$ cat src/rtl/cp0_pkg.sv
// Shared CP0 definitions: register indices, exception codes and controller states.
package cp0_pkg;

  // CP0 register indices as seen by mfc0/mtc0 (WB_rd)
  localparam logic [4:0] CP0_STATUS = 5'd12;
  localparam logic [4:0] CP0_CAUSE  = 5'd13;
  localparam logic [4:0] CP0_EPC    = 5'd14;

  // ExcCode values written into Cause[6:2]
  localparam logic [4:0] EXC_INT = 5'd0;
  localparam logic [4:0] EXC_DZ  = 5'd7;
  localparam logic [4:0] EXC_SYS = 5'd8;
  localparam logic [4:0] EXC_BP  = 5'd9;
  localparam logic [4:0] EXC_RI  = 5'd10;
  localparam logic [4:0] EXC_OV  = 5'd12;

  // Exception/eret sequencing: detect in IDLE, pulse flush in FLUSH, settle in DRAIN
  typedef enum logic [1:0] {
    ST_IDLE  = 2'd0,
    ST_FLUSH = 2'd1,
    ST_DRAIN = 2'd2
  } cp0_state_e;

endpackage

$ cat src/rtl/int_sync.sv
// Two-flop synchroniser for the asynchronous external interrupt lines.
module int_sync #(
  parameter int W = 6
) (
  input  logic         clk,
  input  logic         rst_n,
  input  logic [W-1:0] async_i,
  output logic [W-1:0] sync_o
);

  logic [W-1:0] meta_q;
  logic [W-1:0] sync_q;

  // Two back-to-back flops; the first may go metastable, the second gives it a cycle to settle
  always_ff @(posedge clk or negedge rst_n) begin
    if (!rst_n) begin
      meta_q <= '0;
      sync_q <= '0;
    end else begin
      // NOTE: non-blocking assignments let both flops sample the old values, forming a real two-stage chain.
      meta_q <= async_i;
      sync_q <= meta_q;
    end
  end

  assign sync_o = sync_q;

endmodule

$ cat src/rtl/wb_cp0_ctrl.sv
// CP0 controller at the WB stage: Status/Cause/EPC, exception and eret sequencing,
// pipeline flush and PC redirect generation.
module wb_cp0_ctrl
  import cp0_pkg::*;
#(
  parameter logic [31:0] EXC_VECTOR = 32'h0000_F000
) (
  input  logic        clock,
  input  logic        reset,
  input  logic [31:0] WB_PC,
  input  logic [31:0] WB_opcplus4,
  input  logic        WB_Overflow,
  input  logic        WB_Divide_zero,
  input  logic        WB_Syscall,
  input  logic        WB_Break,
  input  logic        WB_Reserved_instruction,
  input  logic        WB_Eret,
  input  logic        WB_Mfc0,
  input  logic        WB_Mtc0,
  input  logic [4:0]  WB_rd,
  input  logic [31:0] WB_rt_value,
  input  logic [5:0]  ext_int,
  output logic [31:0] cp0_rdata,
  output logic        flush,
  output logic        redirect_valid,
  output logic [31:0] redirect_pc,
  output logic [31:0] cp0_status,
  output logic [31:0] cp0_cause,
  output logic [31:0] cp0_epc
);

  cp0_state_e  state_q, state_d;
  logic [31:0] status_q, status_d;
  logic [31:0] cause_q, cause_d;
  logic [31:0] epc_q, epc_d;
  logic        is_exc_q, is_exc_d;   // 1: redirect to handler, 0: redirect to EPC (eret)

  logic [5:0]  ext_int_sync;
  logic        sync_exc;
  logic        irq;
  logic        take_exc;
  logic        take_eret;
  logic        do_mtc0;
  logic [4:0]  exc_code;

  // mfc0 reads the operand bus directly, so the flag itself carries no information here
  logic        unused_mfc0;
  assign unused_mfc0 = WB_Mfc0;

  int_sync #(.W(6)) u_int_sync (
    .clk    (clock),
    .rst_n  (reset),
    .async_i(ext_int),
    .sync_o (ext_int_sync)
  );

  // Exception detection and fixed-priority ExcCode selection
  always_comb begin
    sync_exc = WB_Reserved_instruction | WB_Overflow | WB_Divide_zero | WB_Syscall | WB_Break;
    irq      = (|(cause_q[15:8] & status_q[15:8])) & status_q[0] & ~status_q[1];
    if      (WB_Reserved_instruction) exc_code = EXC_RI;
    else if (WB_Overflow)             exc_code = EXC_OV;
    else if (WB_Divide_zero)          exc_code = EXC_DZ;
    else if (WB_Syscall)              exc_code = EXC_SYS;
    else if (WB_Break)                exc_code = EXC_BP;
    else                              exc_code = EXC_INT;
    take_exc  = (state_q == ST_IDLE) && (sync_exc || irq);
    take_eret = (state_q == ST_IDLE) && WB_Eret && !take_exc;
    do_mtc0   = (state_q == ST_IDLE) && WB_Mtc0 && !take_exc && !WB_Eret;
  end

  // Next-state and CP0 register update logic
  always_comb begin
    // NOTE: every variable gets a default before any branch so no path can infer a latch.
    state_d            = state_q;
    status_d           = status_q;
    cause_d            = cause_q;
    epc_d              = epc_q;
    is_exc_d           = is_exc_q;
    cause_d[15:10]     = ext_int_sync;

    unique case (state_q)
      ST_IDLE: begin
        if (take_exc) begin
          cause_d[6:2] = exc_code;
          status_d[1]  = 1'b1;
          if (!status_q[1]) epc_d = sync_exc ? WB_PC : WB_opcplus4;
          is_exc_d     = 1'b1;
          state_d      = ST_FLUSH;
        end else if (take_eret) begin
          status_d[1]  = 1'b0;
          is_exc_d     = 1'b0;
          state_d      = ST_FLUSH;
        end else if (do_mtc0) begin
          case (WB_rd)
            CP0_STATUS: status_d       = WB_rt_value;
            CP0_CAUSE:  cause_d[9:8]   = WB_rt_value[9:8];
            CP0_EPC:    epc_d          = WB_rt_value;
            default:    ;
          endcase
        end
      end
      ST_FLUSH: state_d = ST_DRAIN;
      ST_DRAIN: state_d = ST_IDLE;
      default:  state_d = ST_IDLE;
    endcase
  end

  // State and architectural register flops
  always_ff @(posedge clock or negedge reset) begin
    if (!reset) begin
      state_q  <= ST_IDLE;
      status_q <= '0;
      cause_q  <= '0;
      epc_q    <= '0;
      is_exc_q <= 1'b0;
    end else begin
      state_q  <= state_d;
      status_q <= status_d;
      cause_q  <= cause_d;
      epc_q    <= epc_d;
      is_exc_q <= is_exc_d;
    end
  end

  // Flush/redirect decoded from state so reset drops them at once
  always_comb begin
    flush          = (state_q == ST_FLUSH);
    redirect_valid = flush;
    redirect_pc    = '0;
    if (flush) redirect_pc = is_exc_q ? EXC_VECTOR : epc_q;
  end

  // mfc0 read port, selected by WB_rd regardless of the mfc0 flag
  always_comb begin
    case (WB_rd)
      CP0_STATUS: cp0_rdata = status_q;
      CP0_CAUSE:  cp0_rdata = cause_q;
      CP0_EPC:    cp0_rdata = epc_q;
      default:    cp0_rdata = '0;
    endcase
  end

  assign cp0_status = status_q;
  assign cp0_cause  = cause_q;
  assign cp0_epc    = epc_q;

endmodule
$ cat config.mk
export PLATFORM = sky130hd
export DESIGN_NAME = wb_cp0_ctrl
export DESIGN_NICKNAME = d
export VERILOG_FILES = /design/src/rtl/cp0_pkg.sv /design/src/rtl/int_sync.sv /design/src/rtl/wb_cp0_ctrl.sv
export SDC_FILE = /design/constraint.sdc
export NUM_CORES = 1
export LEC_CHECK = 0
export CAP_MARGIN = 20
export CORE_MARGIN = 4
export CORE_UTILIZATION = 39
export DETAILED_ROUTE_END_ITERATION = 8
export PLACE_DENSITY = 0.87
export SYNTH_ARGS = -nofsm -noshare
export SYNTH_HDL_FRONTEND = slang
export SYNTH_SLANG_ARGS = --single-unit
$ cat constraint.sdc
create_clock -name clock -period 2.7 [get_ports clock]
set_input_delay 0.675 -clock clock [delete_from_list [all_inputs] [get_ports clock]]
set_output_delay 0.675 -clock clock [all_outputs]
set_load 0.02 [all_outputs]
==> results_dict.tcl, run 1 <==
set metrics [dict create \
    drt-total-wl_mm 18.1 \
    routed_via_density 5.29 \
    via_count_of_the_first_global_routing_pass 5148 \
    detail_route.drc_violations 0 \
    edff_count_synth 0 \
    post_dp_cell_area_sq_um 7630 \
    cts_htree_levels 3 \
    buffer_ports.inserted 257 \
    clock_tree_buf_depth 2 \
    die_width_um 119 \
    ioPinCount 279 \
    crit_path_top_delay_cell "or3_4" \
    final_design_area_no_fill_sq_um 7900 \
    tritoncts_clock_tree "built" \
    status "finished, final reports clean" \
    synth.lib_cells_used.distinct 37 \
    timing.critical_path.cells "buf_2, nand2_2, or3_4, nor2_4, buf_6, buf_12, nand2_2, o21ai_1, buf_4" \
    slowest_delay_ns 0.40 \
    setup_slack_after_placement_ns -0.728 \
    antenna_found_initial 0 \
    grt_max_degree 47 \
    crit_path_frequent_cell "nand2_2" \
    yosysSeqAreaShare_pct 47.2 \
    final-setup-viol-count 0 \
    ctsRootBufferMaster "clkbuf_16" \
    ys_warns 0 \
    fill_cells 943 \
    layout-area-overhead-vs-synth_pct 63.8 \
    finalHoldViolCount 0 \
    worst-setup-path-type "primary input to output port" \
    tritoncts_num_sinks 91 \
    met3_wirelength_mm 1.43 \
    power.share.switching_pct 41.6 \
    routabilityCongestion 0.867 \
    cts_hold_buf 0 \
    hold_path.class "primary input to async pin" \
    power-per-cell-area_nw_per_um2 801 \
    slew_headroom_pct 25.6 \
    multi_input_comb_area_sq_um 2200 \
    tcrit_tclk_final_pct 98.6 \
    floorplan.initialDensity_pct 40.0 \
    synth.largest_area_cell "dfrtp_1" \
    num_vias 4736 \
    rows 40 \
    critPathLaunchType "primary input" \
    globalRoute.totalOverflow 0 \
    required_ns 2.03 \
    met1Wirelength_mm 6.82 \
    final_cells 896 \
    global_route.usage.total_pct 25.2 \
    number_of_antenna_diodes 0 \
    die_area_sq_um 14200 \
    clock-skew-final_ns 0.00921 \
    critical_path.max_fanout 6 \
    tightest_slew_ns 1.11 \
    switchingPower_mw 2.63 \
    met2WireLength_mm 9.38 \
    syn-mean-instance-area_sq_um 10.6 \
    post_synth_inst_count 457 \
    hpwl_mm 13.1 \
    critPathArrivalTime_ns 1.99 \
    ys.flop_type "dfrtp_1" \
    max_freq_ghz 0.376 \
    regArea_sq_um 2280 \
    setup_tns_ns 0 \
    power.share.sequential_pct 30.3 \
    grt_pass1_wl_mm 28.3 \
    post-synth-top-area-fraction_pct 47.2 \
    async_flop_share_pct 100 \
    max_cap_viol_count 0 \
    synthesis.area_sq_um 4830 \
    maxSlewViolCount 0 \
    ant_nets 0 \
    final.setup.worst_slack_ns 0.0370 \
    p_comb_share_pct 50.9 \
    ys_ff_latch 91 \
    number_of_drc_markers_in_iteration_0 248 \
    numPlacedInstances 870 \
    leakage_nw 3.58 \
    end_kind "output port" \
    final_net_count 840 \
    clk_transition_reported_paths_ns 0.07 \
    coreArea_sq_um 12100 \
    drive_above_1_share_pct 19.1 \
    detail_route.wl_per_cell_um 20.2 \
    internal-power_mw 3.70 \
    worstSkewPairLatency_ns 0.33 \
    detailedRoute.firstPassIterationCount 5 \
    numCtsBuffers 9 \
    vdd_drop_max_uv 502 \
    synth.area.top_cells "dfrtp_1 (47%), mux2i_1 (9.5%), mux2_2 (7.2%)" \
    finalWorstPathRequiredPeriod_ns 2.66 \
    clock_power_share_pct 18.8 \
    die_height_um 119 \
    top_routing_layer_in_use "met4" \
]
[flip-flops by register name (all words and copies together), names as in the netlist]
| register | flops |
|---|---|
| is_exc_q | 1 |
| cp0_status | 32 |
| state_q | 2 |
| u_int_sync.sync_o | 6 |
| cp0_cause | 12 |
| cp0_epc | 32 |
| u_int_sync.meta_q | 6 |
[worst max-delay path, delay by kind of cell]
family,cells,cell delay (ns)
buffers and inverters,4,0.55
AND/OR/NAND/NOR,4,0.65
AO/OA/AOI/OAI,1,0.12
[cell type report]
cell class / instances / area share [%]
clock buffer: 9 / 2.85
clock inverter: 7 / 0.712
inverter: 39 / 1.85
multi-input combinational: 292 / 27.9
sequential: 91 / 28.8
tap: 168 / 2.66
timing repair buffer: 290 / 35.2
[through the flow]
| step | hold slack (ns) | total power [mW] | utilization (%) |
|---|---|---|---|
| after floorplan | 0.331 | 3.61 | - |
| after global placement | 0.331 | 5.10 | 63.2 |
| after detailed placement | 0.335 | 5.19 | 63.2 |
| after CTS | 0.350 | 6.37 | 66.1 |
| after global routing | 0.357 | 6.67 | 65.5 |
| final | 0.341 | 6.33 | 65.5 |
[cells in the mapped netlist, types with 2 or more instances]
| cell type | count |
|---|---|
| dfrtp_1 | 91 |
| mux2i_1 | 46 |
| inv_1 | 39 |
| nand2b_1 | 34 |
| o221ai_1 | 32 |
| mux2_2 | 31 |
| nor3_1 | 30 |
| nand2_1 | 24 |
| buf_4 | 21 |
| clkbuf_1 | 21 |
| o21ai_0 | 21 |
| nor2_1 | 13 |
| o22ai_1 | 12 |
| buf_2 | 6 |
| buf_6 | 6 |
| a22o_1 | 4 |
| a21oi_1 | 3 |
| mux2_1 | 2 |
| nor4b_1 | 2 |
| o21bai_1 | 2 |
[routing by layer]
metal | GRT usage [%] | vias up
li1 | - | 2120
met1 | 29.7 | 2315
met4 | 9.63 | 0
met5 | 0 | -
met3 | 6.36 | 37
met2 | 44.0 | 264
[power by group through the flow]
stage / clock [mW] / combinational [mW] / sequential [mW]
detailed placement: 0 / 3.27 / 1.93
floorplan: 0 / 1.40 / 2.21
global placement: 0 / 3.20 / 1.90
global route: 1.28 / 3.43 / 1.96
CTS: 1.21 / 3.24 / 1.91
finish: 1.19 / 3.22 / 1.92
[timing repair]
action,CTS,global route
gates resized for setup,209,17
pin swaps,4,1
gates cloned,2,0
hold endpoints to repair,0,0
buffers inserted,9,0
setup endpoints to repair,65,29
[path summary, 6_finish.rpt]
check,end,cells past startpoint,start,slack (ns)
max in group asynchronous,cp0_status[9],2,reset,1.71
min in group clock,u_int_sync.sync_o[1],0,u_int_sync.meta_q[1],0.35
worst max register to register,cp0_epc[4],7,cp0_status[15],0.53
worst min-delay path,cp0_status[4],1,reset,0.34
worst max-delay path,cp0_rdata[1],9,WB_rd[2],0.04
worst min register to register,u_int_sync.sync_o[1],0,u_int_sync.meta_q[1],0.35
[placed cells by master, fill, tap and decap left out, types with 2 or more instances in the layout]
master | synthesis | layout
buf_4 | 21 | 30
nand2b_1 | 34 | 33
dfrtp_1 | 91 | 90
buf_6 | 6 | 3
a22o_1 | 4 | 4
o21ai_2 | 1 | 3
o21ai_1 | 0 | 7
o21ai_0 | 21 | 12
nand2_1 | 24 | 18
clkbuf_16 | 0 | 9
a21oi_1 | 3 | 3
nor3_1 | 30 | 29
inv_1 | 39 | 39
mux2_1 | 2 | 2
buf_2 | 6 | 23
clkbuf_2 | 0 | 3
dlygate4sd2_1 | 0 | 27
clkdlybuf4s50_1 | 0 | 192
nor4b_2 | 1 | 2
inv_6 | 0 | 4
o21bai_1 | 2 | 2
o22ai_1 | 12 | 12
conb_1 | 1 | 20
o221ai_1 | 32 | 32
nor2_1 | 13 | 12
mux2_2 | 31 | 31
nand2_2 | 0 | 6
mux2i_1 | 46 | 46
buf_12 | 0 | 9
[kinds of logic (layout without fill, tap and decap cells)]
kind of cell           count (synthesis)  in the layout  synth area share, %
AND/OR/NAND/NOR                      111            111                 12.5
buffers and inverters                 93            345                 9.96
flip-flops                            91             91                 47.2
AO/OA/AOI/OAI                         82             82                 13.0
multiplexers                          79             79                 17.2
other                                  1             20               0.0777
Power figures use the tool's default switching activity.
==> run 2, diff against run 1 <==
--- a/config.mk
+++ b/config.mk
@@ -9,7 +9,9 @@
 export CORE_MARGIN = 4
 export CORE_UTILIZATION = 39
 export DETAILED_ROUTE_END_ITERATION = 8
-export PLACE_DENSITY = 0.87
+export HOLD_SLACK_MARGIN = 0.03
+export PLACE_DENSITY = 0.83
 export SYNTH_ARGS = -nofsm -noshare
 export SYNTH_HDL_FRONTEND = slang
+export SYNTH_HIERARCHICAL = 1
 export SYNTH_SLANG_ARGS = --single-unit
==> run 2 against run 1 <==
Clock power about the same. Register-to-register slack got worse by 0.22 ns. Global-route usage grew 0.50 points. Via count grew 1.9%. Combinational power grew 6.5%. Fmax decreased by 0.10%. Critical endpoint is now cp0_rdata[21]. Count of clock-buffer cells in the layout up 1. Largest power group unchanged. Critical path depth down 4. Area after synthesis grew 1.0%.
==> results_dict.tcl, run 2 <==
set metrics [dict create \
    drt-total-wl_mm 18.9 \
    tcrit_tclk_final_pct 98.7 \
    finalWorstPathRequiredPeriod_ns 2.67 \
    buffer_ports.inserted 257 \
    gr-usage-met2_pct 46.8 \
    detail_route.wl_per_cell_um 20.5 \
    ys_warns 6 \
    globalRoute.totalOverflow 0 \
    num_vias 4828 \
    finalHoldViolCount 0 \
    regArea_sq_um 2280 \
    synthesis.area_sq_um 4870 \
    hpwl_mm 13.7 \
    status "finished, final reports clean" \
    worst-setup-path-type "primary input to output port" \
    ctsRootBufferMaster "clkbuf_16" \
    drive_above_1_share_pct 19.1 \
    tritoncts_num_sinks 91 \
    ioPinCount 279 \
    post_dp_cell_area_sq_um 7860 \
    vdd_drop_max_uv 432 \
    syn-mean-instance-area_sq_um 10.4 \
    die_area_sq_um 14400 \
    grt_use_met3_pct 5.80 \
    layout-area-overhead-vs-synth_pct 68.7 \
    async_flop_share_pct 100 \
    synth.largest_area_cell "dfrtp_1" \
    critical_path.max_fanout 5 \
    clk_transition_reported_paths_ns 0.07 \
    cts_htree_levels 3 \
    grt_pass1_wl_mm 28.9 \
    edff_count_synth 0 \
    final-setup-viol-count 0 \
    maxSlewViolCount 0 \
    clock_tree_buf_depth 2 \
    routed_via_density 5.23 \
    number_of_antenna_diodes 0 \
    detailedRoute.firstPassIterationCount 5 \
    post-synth-top-area-fraction_pct 46.7 \
    multi_input_comb_area_sq_um 2290 \
    post_synth_inst_count 468 \
    post-synth-top-count-cell "dfrtp_1" \
    ys_ff_latch 91 \
    gr-max-usage-layer "met2" \
    max_freq_ghz 0.375 \
    detail_route.drc_violations 0 \
    hold_path.class "register to register" \
    tightest_slew_ns 0.739 \
    fill_cells 937 \
    ys.flop_type "dfrtp_1" \
    slew_headroom_pct 50.8 \
    die_width_um 120 \
    synth_commonest_cells "dfrtp_1 (91), mux2i_1 (64), inv_1 (36)" \
    final_net_count 867 \
    via_count_of_the_first_global_routing_pass 5224 \
    setup_slack_after_placement_ns -0.621 \
    final_design_area_no_fill_sq_um 8220 \
    antenna_found_initial 0 \
    end_kind "output port" \
    clock-skew-final_ns 0.00919 \
    power-per-cell-area_nw_per_um2 806 \
    leakage_nw 4.03 \
    synth.lib_cells_used.distinct 39 \
    required_ns 2.03 \
    final.setup.worst_slack_ns 0.0342 \
    coreArea_sq_um 12100 \
    routabilityCongestion 0.861 \
    numCtsBuffers 9 \
    gr-usage-met1_pct 30.1 \
    yosysSeqAreaShare_pct 46.7 \
    final_cell_mix "clkdlybuf4s50_1 (211), dfrtp_1 (91), mux2i_1 (64)" \
    die_height_um 120 \
    critPathLaunchType "primary input" \
    max_cap_viol_count 0 \
    critPathArrivalTime_ns 1.99 \
    number_of_drc_markers_in_iteration_0 256 \
    synth.area.top_cells "dfrtp_1 (47%), mux2i_1 (13%), mux2_1 (7.2%)" \
    tritoncts_clock_tree "built" \
    ant_nets 0 \
    global_route.usage.total_pct 25.7 \
    floorplan.initialDensity_pct 40.2 \
    rows 40 \
    grt_max_degree 56 \
    worstSkewPairLatency_ns 0.34 \
    most_common_library_cell_in_the_layout_ignoring_fill_and_taps "clkdlybuf4s50_1" \
]
run 2: cell types whose count changed after synthesis, moves of 4 or more:
cell	delta
mux2_1	+29
mux2_2	-29
mux2i_1	+18
nand2_1	-4
nand2b_1	-32
nor2_1	+19
o21ai_0	-6
o22ai_1	-12
or2_2	+32
run 2: report_power, final:
group	switching [mW]	internal, mW	total (mW)
combinational	1.83	1.60	3.43
clock	0.554	0.656	1.21
sequential	0.301	1.69	1.99
total	2.68	3.94	6.62
run 2: cell type report:
class,instances,area share [%]
Inverter,36,1.64
Timing Repair Buffer,306,36.8
Multi-Input combinational cell,306,27.8
Sequential cell,91,27.7
Tap cell,168,2.56
Clock inverter,6,0.563
Clock buffer,10,2.91
run 2: kinds of logic (layout without fill, tap and decap cells):
kind of cell | after synthesis | after routing | share of synthesized area, %
multiplexers | 97 | 97 | 20.8
other | 1 | 20 | 0.0769
AO/OA/AOI/OAI | 62 | 62 | 10.2
flip-flops | 91 | 91 | 46.7
AND/OR/NAND/NOR | 127 | 127 | 13.1
buffers and inverters | 90 | 358 | 9.16
run 2: worst max-delay path: stages:
cell             delay (ns)
dlygate4sd2_1          0.25
or3_4                  0.51
buf_16                 0.19
nor2_1                 0.10
clkdlybuf4s15_2        0.26
run 2: per-layer routing:
| metal | vias to the layer above | part of all wire [%] | wire, um |
|---|---|---|---|
| met3 | 31 | 7.3 | 1380 |
| met5 | - | 0 | 0 |
| met2 | 254 | 52 | 9800 |
| li1 | 2162 | - | - |
| met1 | 2381 | 39 | 7330 |
| met4 | 0 | 2.1 | 388 |
run 2: path summary, 6_finish.rpt:
check / startpoint / slack (ns) / cells after the start / to
hold reg to reg: u_int_sync/meta_q[3] / 0.35 / 0 / u_int_sync/sync_o[3]
min in group asynchronous: reset / 0.38 / 1 / cp0_status[20]
setup / recovery: WB_rd[0] / 0.03 / 5 / cp0_rdata[21]
max in group asynchronous: reset / 1.70 / 2 / cp0_cause[13]
setup reg to reg: cp0_status[11] / 0.31 / 6 / cp0_status[2]
hold / removal: u_int_sync/meta_q[3] / 0.35 / 0 / u_int_sync/sync_o[3]
run 2: per-stage QoR:
step	TNS, ns	hold WS (ns)	total power, mW	utilization, %	instances
6_report	0	0.349	6.62	67.9	923
5_1_grt	-0.0161	0.352	6.97	67.9	923
4_1_cts	0	0.350	6.66	68.0	923
3_5_place_dp	-31.76	0.336	5.42	64.9	901
3_3_place_gp	-27.73	0.332	5.34	64.9	901
2_1_floorplan	0	0.331	3.71	-	487
run 2: timing repair:
action | in CTS | in global routing
pin swaps | 4 | 1
setup buffers | 2 | 0
endpoints found under the setup margin | 58 | 26
resized for setup | 162 | 22
hold buffers | 0 | 0
gates cloned | 4 | 0
